==> src/rtl/ball_serve_ctrl.sv <==
// Serve controller: folds the LFSR word into a legal start row, counts down, launches the ball,
// and tracks lives / game-over. Optional auto-serve after idle time via `AUTO_SERVE_EN.
module ball_serve_ctrl #(
  parameter int Y_MIN       = 40,
  parameter int Y_MAX       = 439,
  parameter int SERVE_DELAY = 60,
  parameter int START_LIVES = 3,
  parameter int AUTO_DELAY  = 300
) (
  input  logic       gameclk,
  input  logic       resetn,
  input  logic [9:0] rnd_in,
  input  logic       serve_btn,
  input  logic       ball_lost,
  input  logic       brick_clear,
  output logic [9:0] ball_y0,
  output logic       ball_dir_up,
  output logic       ball_launch,
  output logic       ball_active,
  output logic [2:0] lives,
  output logic       game_over
);

  localparam int SPAN = Y_MAX - Y_MIN + 1;
  localparam logic [9:0] SPAN_V  = 10'(SPAN);
  localparam logic [9:0] Y_MIN_V = 10'(Y_MIN);
  localparam int CW = (SERVE_DELAY > 1) ? $clog2(SERVE_DELAY) : 1;
  localparam logic [CW-1:0] CD_LOAD = CW'(SERVE_DELAY - 1);
  localparam logic [2:0] LIVES_INIT = 3'(START_LIVES);

  if (SPAN < 1 || SPAN > 512) begin : g_bad_span
    $error("ball_serve_ctrl: Y_MAX-Y_MIN+1 must be in 1..512");
  end
  if (SERVE_DELAY < 1 || AUTO_DELAY < 1) begin : g_bad_delay
    $error("ball_serve_ctrl: SERVE_DELAY and AUTO_DELAY must be >= 1");
  end
  if (START_LIVES < 1 || START_LIVES > 7) begin : g_bad_lives
    $error("ball_serve_ctrl: START_LIVES must be in 1..7");
  end

  typedef enum logic [1:0] {S_IDLE, S_ARM, S_PLAY, S_OVER} state_t;

  state_t          r_state;
  logic            r_btn_q;
  logic [CW-1:0]   r_cnt;
  logic [9:0]      r_row;
  logic            r_dir;
  logic [9:0]      r_y0;
  logic            r_dir_up;
  logic            r_launch;
  logic            r_active;
  logic [2:0]      r_lives;
  logic            r_over;

  logic            w_srv;
  logic            w_auto;
  logic            w_take;
  logic [9:0]      w_off_raw;
  logic [9:0]      w_off_sub;
  logic [9:0]      w_off;
  logic [9:0]      w_row;

  assign w_srv = serve_btn & ~r_btn_q;

  // A single conditional subtract covers 0..511; the clamp only matters when SPAN < 256.
  always_comb begin
    w_off_raw = {1'b0, rnd_in[8:0]};
    w_off_sub = w_off_raw;
    if (w_off_raw >= SPAN_V) w_off_sub = w_off_raw - SPAN_V;
    w_off = w_off_sub;
    if (w_off_sub >= SPAN_V) w_off = SPAN_V - 10'd1;
    w_row = Y_MIN_V + w_off;
  end

`ifdef AUTO_SERVE_EN
  localparam int AW = (AUTO_DELAY > 1) ? $clog2(AUTO_DELAY) : 1;
  localparam logic [AW-1:0] AUTO_LAST = AW'(AUTO_DELAY - 1);
  logic [AW-1:0] r_idle_cnt;

  assign w_auto = (r_idle_cnt == AUTO_LAST);

  // Zero outside IDLE, so the count always starts fresh on entry.
  always_ff @(posedge gameclk) begin
    if (!resetn) begin
      r_idle_cnt <= '0;
    end else if (r_state == S_IDLE && !w_take) begin
      r_idle_cnt <= r_idle_cnt + AW'(1);
    end else begin
      r_idle_cnt <= '0;
    end
  end
`else
  assign w_auto = 1'b0;
`endif

  assign w_take = w_srv | w_auto;

  always_ff @(posedge gameclk) begin
    if (!resetn) begin
      r_state  <= S_IDLE;
      r_btn_q  <= 1'b0;
      r_cnt    <= '0;
      r_row    <= Y_MIN_V;
      r_dir    <= 1'b0;
      r_y0     <= Y_MIN_V;
      r_dir_up <= 1'b0;
      r_launch <= 1'b0;
      r_active <= 1'b0;
      r_lives  <= LIVES_INIT;
      r_over   <= 1'b0;
    end else begin
      r_btn_q  <= serve_btn;
      r_launch <= 1'b0;
      case (r_state)
        S_IDLE: begin
          if (w_take) begin
            r_row   <= w_row;
            r_dir   <= rnd_in[9];
            r_cnt   <= CD_LOAD;
            r_state <= S_ARM;
          end
        end
        S_ARM: begin
          if (r_cnt != '0) begin
            r_cnt <= r_cnt - CW'(1);
          end else begin
            r_y0     <= r_row;
            r_dir_up <= r_dir;
            r_launch <= 1'b1;
            r_active <= 1'b1;
            r_state  <= S_PLAY;
          end
        end
        S_PLAY: begin
          if (brick_clear) begin
            r_active <= 1'b0;
            r_state  <= S_IDLE;
          end else if (ball_lost) begin
            r_active <= 1'b0;
            if (r_lives == 3'd1) begin
              r_lives <= 3'd0;
              r_over  <= 1'b1;
              r_state <= S_OVER;
            end else begin
              r_lives <= r_lives - 3'd1;
              r_state <= S_IDLE;
            end
          end
        end
        S_OVER: begin
          // Restart only; the serve needs a fresh edge after returning to IDLE.
          if (w_srv) begin
            r_lives <= LIVES_INIT;
            r_over  <= 1'b0;
            r_state <= S_IDLE;
          end
        end
        default: r_state <= S_IDLE;
      endcase
    end
  end

  assign ball_y0     = r_y0;
  assign ball_dir_up = r_dir_up;
  assign ball_launch = r_launch;
  assign ball_active = r_active;
  assign lives       = r_lives;
  assign game_over   = r_over;

endmodule

==> config.mk <==
export PLATFORM = sky130hd
export DESIGN_NAME = ball_serve_ctrl
export DESIGN_NICKNAME = d
export VERILOG_FILES = /design/src/rtl/ball_serve_ctrl.sv
export SDC_FILE = /design/constraint.sdc
export NUM_CORES = 1
export LEC_CHECK = 0
export CAP_MARGIN = 20
export CORE_MARGIN = 2
export CORE_UTILIZATION = 52
export DETAILED_ROUTE_END_ITERATION = 10
export PLACE_DENSITY = 0.78
export SKIP_LAST_GASP = 1
export SYNTH_ARGS = -nofsm -noshare
export SYNTH_HDL_FRONTEND = slang
export SYNTH_SLANG_ARGS = --single-unit
==> constraint.sdc <==
create_clock -name gameclk -period 2.9 [get_ports gameclk]
set_input_delay 0.58 -clock gameclk [delete_from_list [all_inputs] [get_ports gameclk]]
set_output_delay 0.58 -clock gameclk [all_outputs]
set_load 0.01 [all_outputs]
Yosys cells after proc, flatten, opt, wreduce, memory -nomap -nowiden
Index checks and enable logic that the tools add are counted.
{ "op_classes": {"n_reduce_logical": 13, "eq_ne": 12, "bitwise": 3, "addsub": 4, "order_cmp": 2, "mux": 27} }
{ "op_table": {"columns": ["op", "n"], "rows": [
  ["10-bit two-way mux", 2],
  ["2-bit inequality test, second input constant", 7],
  ["2-bit two-way mux", 6],
  ["3-bit two-way mux", 4],
  ["6-bit two-way mux", 2],
  ["6-bit one-hot mux with 2 select lines", 1],
  ["6-bit by 10-bit adder with 10-bit output, first input constant", 1],
  ["10-bit by 9-bit >= comparator with 1-bit output, second input constant", 1],
  ["9-bit by 9-bit subtractor with 10-bit output, second input constant", 1],
  ["9-bit >= comparator, second input constant", 1],
  ["1-bit two-way mux", 8],
  ["2-bit one-hot mux with 4 select lines", 1],
  ["4-bit AND reduction", 2],
  ["3-bit one-hot mux with 2 select lines", 1],
  ["2-bit AND reduction", 3],
  ["3-bit AND reduction", 2],
  ["2-bit nonzero test", 3],
  ["6-bit nonzero test", 1],
  ["6-bit by 1-bit subtractor with 6-bit output, second input constant", 1],
  ["5-bit AND reduction", 1],
  ["2-bit == test, second input constant", 2],
  ["1-bit one-hot mux with 2 select lines", 2],
  ["3-bit by 1-bit == test with 1-bit output, second input constant", 1],
  ["3-bit inequality test, second input constant", 1],
  ["other kinds (5)", 6]
]} }
{ "totals": {"register_bits": 37, "inputBits": 15, "output_inout_bits": 17} }

Logic depth before layout (Yosys ltp)
Gate-level depths: netlist of run 1.
{ "logic_depth": {"word_depth": 5, "ltp_mapped": 11, "ltp_nobuf": 11} }

Least setup slack after synthesis of run 1
No wires, ideal clock.
{ "synth_path": {"path_kind": "input port to flip-flop", "start": "input rnd_in[5]", "end": "register r_row[7]", "slack_ns": 0.426, "path_buffers": 0, "setup_ns": 0.069, "cell_stages": 10, "t_arrival_ns": 2.405, "cell_sequence": "inv_1 -> ha_1 -> nor3b_1 -> mux2_4 -> a31oi_4 -> or2_2 -> ha_1 -> o21bai_1 -> a41o_1 -> o21ai_1"} }
{ "synth_between": {"elab_chain_cells": 5, "elab_cells_between_ends": 6, "classes_between": "2 x add/sub; 2 x order compare; 2 x mux"} }
{ "synth_rtl": {"columns": ["element", "line", "source"], "rows": [
  ["from (decl)", "12", "input logic [9:0] rnd_in,"],
  ["9-bit by 9-bit subtractor with 10-bit output / 9-bit >= comparator (equally long branches)", "69", "if (w_off_raw >= SPAN_V) w_off_sub = w_off_raw - SPAN_V;"],
  ["10-bit two-way mux *", "69", null],
  ["10-bit by 9-bit >= comparator with 1-bit output", "71", "if (w_off_sub >= SPAN_V) w_off = SPAN_V - 10'd1;"],
  ["10-bit two-way mux *", "71", null],
  ["6-bit by 10-bit adder with 10-bit output *", "72", "w_row = Y_MIN_V + w_off;"],
  ["to (signal assigned)", "117", "r_row <= w_row;"],
  ["to (decl)", "46", "logic [9:0] r_row;"]
]} }
Mark *: on every way between the ends. The rest lies on a longest branch, timed or not.
A chain may end at the register's enable or synchronous reset.

Worst setup path after layout of run 1
{ "layout_path": {"start": "input rnd_in[4]", "end": "register r_row[7]"} }
Same word-level chain as after synthesis.

==> run summary, run 1 <==
clk slew on worst S/H paths = 0.07 ns
Commonest cells post-synth = nand2_1 (39), dfxtp_1 (37), a21oi_1 (22)
postcts setup bufs = 0
Pins Over Slew Limit = 0
maximum fanout along the worst path = 4
met3 wire len = 125 um
Final Skew = 0.00633 ns
FMAX = 0.367 GHz
critical path class = input pin to register
WP data required = 3.11 ns
Worst slew margin = 0.555
core area = 3610 um2
Synth Flop Type = dfxtp_1
port bufs = 31
CTS tree = done
#FFs+latches synth = 37
Post-Synth Simple-Gate Area = 0.278
Final Hold Fails = 0
GRT Total Usage = 0.223
post-synth top area share = 0.385
final design utilization = 0.692
area leader, netlist = dfxtp_1
Final period util = 0.940
routability cong. = 0.862
syn nets = 262
Worst Tran Pin Value = 0.651 ns
post-synthesis cell count = 240
synth-to-layout area growth = 29.8%
# setup viols final = 0
ANT cells = 0
first-pass GRT wire length = 7.45 mm
uppermost layer routed = met4
xor and xnor area share after synthesis = 0.0273
outcome = finished, final reports clean
EDFF count, synth = 0
mux cell area share after synthesis = 0.0234
grt ovf = 0
Routed Antenna Nets = 0
unrepaired setup endpoints after global routing = false
layout cell share with drive strength beyond 1 = 0.116
R2R setup slack = 0.86 ns
drt pass-1 iters = 4
drt total wl = 4.15 mm
nets@finish = 305
I/O Pins = 32
Num CTS Buffers = 5
largest net degree at the start of global routing = 22
Hold Crit Class = register to register
largest family of logic cells by synthesized area = simple AND/OR/NAND/NOR gates
M1 wire length = 2.01 mm
die width = 64.8 um
leak pwr = 0.00101 uW
met2 WL = 1.96 mm
yosys synthesis warning count = 0
count leader, synth = nand2_1
Post-synth ARST share = 0
vias in the first global route = 1728
Seq/Total Area, Yosys = 0.385
synth top area cells = dfxtp_1 (39%), nand2_1 (7.6%), a21oi_1 (5.7%), ha_1 (4.6%), o21ai_0 (4.2%)
Die Y = 64.8 um
Routed wire per std cell = 12.5 um
Startpoint Class = input pin
Distinct cells, synth = 45
Critical Path End Type = register
average size of a mapped cell = 8.01 um2
Post-DP Area = 2370 um2
Power per Cell Area = 563 nW/um2
max cap viols = 0
Post-CTS Hold Buffers = 0
VDD IR-drop max = 0.000292 V
TritonCTS Sinks = 37
H-tree levels = 2
crit path DAT = 2.94 ns
DR iter-0 viols = 74
DRC Markers = 0
Post-DP HPWL = 3.09 mm
Avg Vias per Cell = 5.45
Synth Cell Area = 1920 um2
initial antenna violation count = 0
Die Footprint = 4200 um2
Post-Synth Adder-Cell Area = 0.0456
Initial Util = 0.533
CTS Root Cell = clkbuf_8
worst-skew pair later-pin latency = 0.28 ns
CTS Buffer Depth = 2
Filler cells = 306
final instance area = 2490 um2
crit path time final = 2.73 ns
Compound-Gate Fraction of Synth Area = 0.201
vias after detailed routing = 1810
FP Rows = 22
through the flow:
step                      power (uW)  hold WS [ns]  cells  TNS (ns)  setup WS [ns]
after floorplan                  846         0.427    240         0          0.426
after global routing            1490         0.459    332         0         0.0216
final                           1400         0.453    332         0          0.173
after detailed placement         961         0.445    324    -0.155         -0.155
after CTS                       1410         0.456    332         0          0.136
after global placement           951         0.435    324   -0.0763        -0.0763
critical path: stages:
cell	delay, ns
clkdlybuf4s50_1	0.44
buf_4	0.15
or4_1	0.51
mux2_4	0.28
a31oi_4	0.16
nor2_1	0.08
ha_1	0.20
o21bai_1	0.18
a41o_1	0.25
o21ai_1	0.12
registers in the layout (all words and copies together) (netlist names):
register and flops:
ball_active 1, ball_dir_up 1, ball_launch 1, ball_y0 10
game_over 1, lives 3, r_btn_q 1, r_cnt 6
r_dir 1, r_row 10, r_state 2
report_power, final:
group	internal [uW]	total, uW	switching [uW]
clock	280	450	170
sequential	564	617	53.3
combinational	162	336	174
total	1010	1400	397
cell usage in the layout, fill, tap and decap left out, drive strengths merged, types with 2 or more instances in the layout:
cell / synthesis / layout
nand2: 39 / 39
dfxtp: 37 / 37
clkdlybuf4s50: 0 / 31
a21oi: 22 / 22
nor2: 18 / 18
o21ai: 18 / 18
buf: 1 / 17
inv: 8 / 8
nor3: 8 / 8
ha: 7 / 7
clkbuf: 11 / 7
nand2b: 6 / 6
nand3: 6 / 6
and2: 5 / 5
xnor2: 4 / 4
a211oi: 4 / 4
a31oi: 4 / 4
nand3b: 3 / 3
nor2b: 3 / 3
mux2i: 3 / 3
and3: 3 / 3
or2: 3 / 3
or3: 3 / 3
nor4: 2 / 2
xor2: 2 / 2
a211o: 2 / 2
and3b: 2 / 2
nor3b: 2 / 2
cell families after synthesis:
logic type	after synthesis
AOI/OAI and AO/OA	59
xor gates and xnor gates	6
adders and majority gates	7
buffers and inverters	20
DFF	37
muxes	4
and+or+nand+nor	107
worst paths after layout:
check | start | to | cells after the start
min | r_row[1] | ball_y0[1] | 2
max reg2reg | r_state[0] | r_cnt[5] | 4
min reg2reg | r_row[1] | ball_y0[1] | 2
max | rnd_in[4] | r_row[7] | 10
final cells by class:
class / instances / area, um2 / area share
clock buffers: 7 / 86.3 / 0.0346
flip-flops and latches: 37 / 741 / 0.297
multi-input cells: 183 / 1110 / 0.445
well taps: 48 / 60.1 / 0.0241
repair buffers: 48 / 438 / 0.176
clock inverters: 1 / 30.0 / 0.0120
inverters: 8 / 30.0 / 0.0120
metal layers:
metal	vias up	global-route usage
met3	4	0.0365
li1	919	-
met4	0	0.0904
met5	-	0
met1	844	0.279
met2	43	0.380
repair_timing:
action                                  in CTS  in global routing
resized for setup                            0                  1
endpoints found under the hold margin        0                  0
endpoints found under the setup margin       0                  1
No activity file was read; power rests on OpenSTA's default activity.
==> inputs of run 2 (changes only) <==
TNS_END_PERCENT = 100   (was not set)
==> results of run 2 <==
Final layout, timing and power as in run 1 (identical DEF).
==> inputs of run 3 (changes only) <==
CORE_UTILIZATION = 57   (was 52)
PLACE_DENSITY = 0.85   (was 0.78)
SETUP_SLACK_MARGIN = 0.5   (was not set)
clock period = 3.3 ns   (was 2.9 ns; I/O delays follow)
==> run 3 against run 2 <==
  * Routed wire length up 0.75%
  * Sequential share of layout area is 1.4 points higher
  * Utilization grew 3.3 points
  * Sequential cell count unchanged
  * Clock-buffer cell count fell by 1
  * Setup slack improved by 0.45 ns
  * Total power decreased by 17%
  * Critical path type unchanged
==> run summary, run 3 (synthesized netlist as in run 1, its figures left out) <==
Final period util = 0.810
synth-to-layout area growth = 24.0% (was 29.8%)
Worst Tran Pin Value = 0.715 ns (was 0.651 ns)
Routed Antenna Nets = 0 (unchanged)
clk slew on worst S/H paths = 0.11 ns (was 0.07 ns)
unrepaired setup endpoints after global routing = false (unchanged)
drt pass-1 iters = 4 (unchanged)
FMAX = 0.374 GHz
Final Hold Fails = 0 (unchanged)
Critical Path End Type = register (unchanged)
worst-skew pair later-pin latency = 0.34 ns (was 0.28 ns)
CTS Buffer Depth = 2 (unchanged)
Initial Util = 0.585 (was 0.533)
crit path time final = 2.67 ns
Final Skew = 0.00561 ns (was 0.00633 ns)
crit path DAT = 2.96 ns (was 2.94 ns)
vias in the first global route = 1462 (was 1728)
# setup viols final = 0 (unchanged)
I/O Pins = 32 (unchanged)
CTS tree = done (unchanged)
critical path class = input pin to register (unchanged)
crit path cell chain = clkdlybuf4s50_1 > or4_1 > mux2_4 > a31oi_4 > nor2_1 > ha_1 > o21bai_1 > a41o_1 > o21ai_1 (was clkdlybuf4s50_1 > buf_4 > or4_1 > mux2_4 > a31oi_4 > nor2_1 > ha_1 > o21bai_1 > a41o_1 > o21ai_1)
Place WS = -0.00738 ns (was -0.155 ns)
Num CTS Buffers = 5 (unchanged)
maximum fanout along the worst path = 4 (unchanged)
Post-DP HPWL = 2.98 mm (was 3.09 mm)
initial antenna violation count = 0 (unchanged)
leak pwr = 0.000952 uW (was 0.00101 uW)
DR iter-0 viols = 93 (was 74)
port bufs = 31 (unchanged)
CTS Root Cell = clkbuf_4 (was clkbuf_8)
Die Y = 62.1 um (was 64.8 um)
TritonCTS Sinks = 37 (unchanged)
crit-path max cell delay = 0.49 ns (was 0.51 ns)
FP Rows = 21 (was 22)
ANT cells = 0 (unchanged)
layout cell share with drive strength beyond 1 = 0.0846 (was 0.116)
commonest non-fill, non-tap cells in the layout = nand2_1 (39), dfxtp_1 (37), clkdlybuf4s50_1 (29) (was nand2_1 (39), dfxtp_1 (37), clkdlybuf4s50_1 (31))
delay-heaviest family, CP = compound AO/OA/AOI/OAI gates (unchanged)
WP data required = 3.58 ns (was 3.11 ns)
max cap viols = 0 (unchanged)
Routed wire per std cell = 13.2 um (was 12.5 um)
vias after detailed routing = 1740 (was 1810)
first-pass GRT wire length = 6.53 mm (was 7.45 mm)
Die Footprint = 3850 um2 (was 4200 um2)
Buffers & Inverters on Critical Path = 1 (was 2)
Post-CTS Hold Buffers = 0 (unchanged)
Max stage delay cell, worst path = or4_1 (unchanged)
outcome = finished, final reports clean (unchanged)
Worst slew margin = 0.523 (was 0.555)
drt total wl = 4.18 mm (was 4.15 mm)
final design utilization = 0.725 (was 0.692)
nets@finish = 293 (was 305)
H-tree levels = 2 (unchanged)
most common cell after layout, fill and taps aside = nand2_1 (unchanged)
Hold Crit Class = register to register (unchanged)
grt ovf = 0 (unchanged)
VDD IR-drop max = 0.000265 V (was 0.000292 V)
Pins Over Slew Limit = 0 (unchanged)
Startpoint Class = input pin (unchanged)
setup slack after layout = 0.627 ns (was 0.173 ns)
Power per Cell Area = 488 nW/um2 (was 563 nW/um2)
Avg Vias per Cell = 5.47 (was 5.45)
GRT Total Usage = 0.233 (was 0.223)
core area = 3280 um2 (was 3610 um2)
largest net degree at the start of global routing = 22 (unchanged)
routability cong. = 0.850 (was 0.862)
DRC Markers = 0 (unchanged)
die width = 62.1 um (was 64.8 um)
==> run 3: cell types whose count changed in the layout (fill, tap and decap cells not counted) <==
cell,previous run,this run
nor3b_2,1,0
clkbuf_4,0,5
nor3b_4,0,1
clkdlybuf4s50_1,31,29
inv_1,8,7
dlymetal6s2s_1,0,1
dlygate4sd2_1,0,1
clkinvlp_4,0,1
inv_2,0,1
clkbuf_1,1,0
clkbuf_8,6,1
buf_4,17,5
==> run 3: worst register-to-register path, stage by stage, from the launching register on <==
cell,delay (ns)
dfxtp_1,0.40
inv_1,0.08
ha_1,0.19
and4bb_1,0.27
nor3b_1,0.62
nand2_1,0.14
xnor2_1,0.15
and3_1,0.17
==> run 3: where the power goes <==
part | total [uW] | internal, uW | switching [uW] | leakage [uW]
registers | 541 | 495 | 46.5 | 0.000302
logic | 292 | 135 | 156 | 0.000605
clock network | 330 | 180 | 150 | 0.0000445
==> run 3: final timing paths <==
| path | from | endpoint | slack [ns] | cells past startpoint |
|---|---|---|---|---|
| min reg2reg | r_row[8] | ball_y0[8] | 0.46 | 2 |
| max | rnd_in[2] | r_row[7] | 0.63 | 9 |
| min | r_row[8] | ball_y0[8] | 0.46 | 2 |
| max reg2reg | r_cnt[0] | r_cnt[2] | 1.18 | 7 |
==> run 3: stage by stage <==
stage / TNS (ns) / hold WS [ns] / total power (uW) / cells / area, um2
2_1_floorplan: 0 / 0.427 / 744 / 240 / 1920
3_5_place_dp: -0.00738 / 0.445 / 839 / 308 / 2270
3_3_place_gp: 0 / 0.435 / 825 / 308 / 2270
5_1_grt: 0 / 0.478 / 1230 / 318 / 2380
4_1_cts: 0 / 0.461 / 1170 / 318 / 2370
6_report: 0 / 0.458 / 1160 / 318 / 2380
==> run 3: cell type report <==
cell class              instances  area, um2
clock inverters                 2       37.5
flip-flops and latches         37        741
well taps                      46       57.6
inverters                       8       30.0
clock buffers                   6       51.3
fillers                       267        902
repair buffers                 36        349
multi-input cells             183       1120
==> run 3: timing repair <==
item                                   in CTS  in global routing
endpoints found under the hold margin       0                  0
setup endpoints to repair                   1                  1
gates resized for setup                     2                  3
pin swaps                                   1                  0
setup buffers                               2                  0
==> run 3: layer usage <==
metal  global-route usage  wire length [um]  vias to the layer above
met4                0.100                69                        0
met2                0.382              2060                       42
li1                     -                 -                      898
met5                    0                 0                        -
met3               0.0435               135                        7
met1                0.298              1920                      793
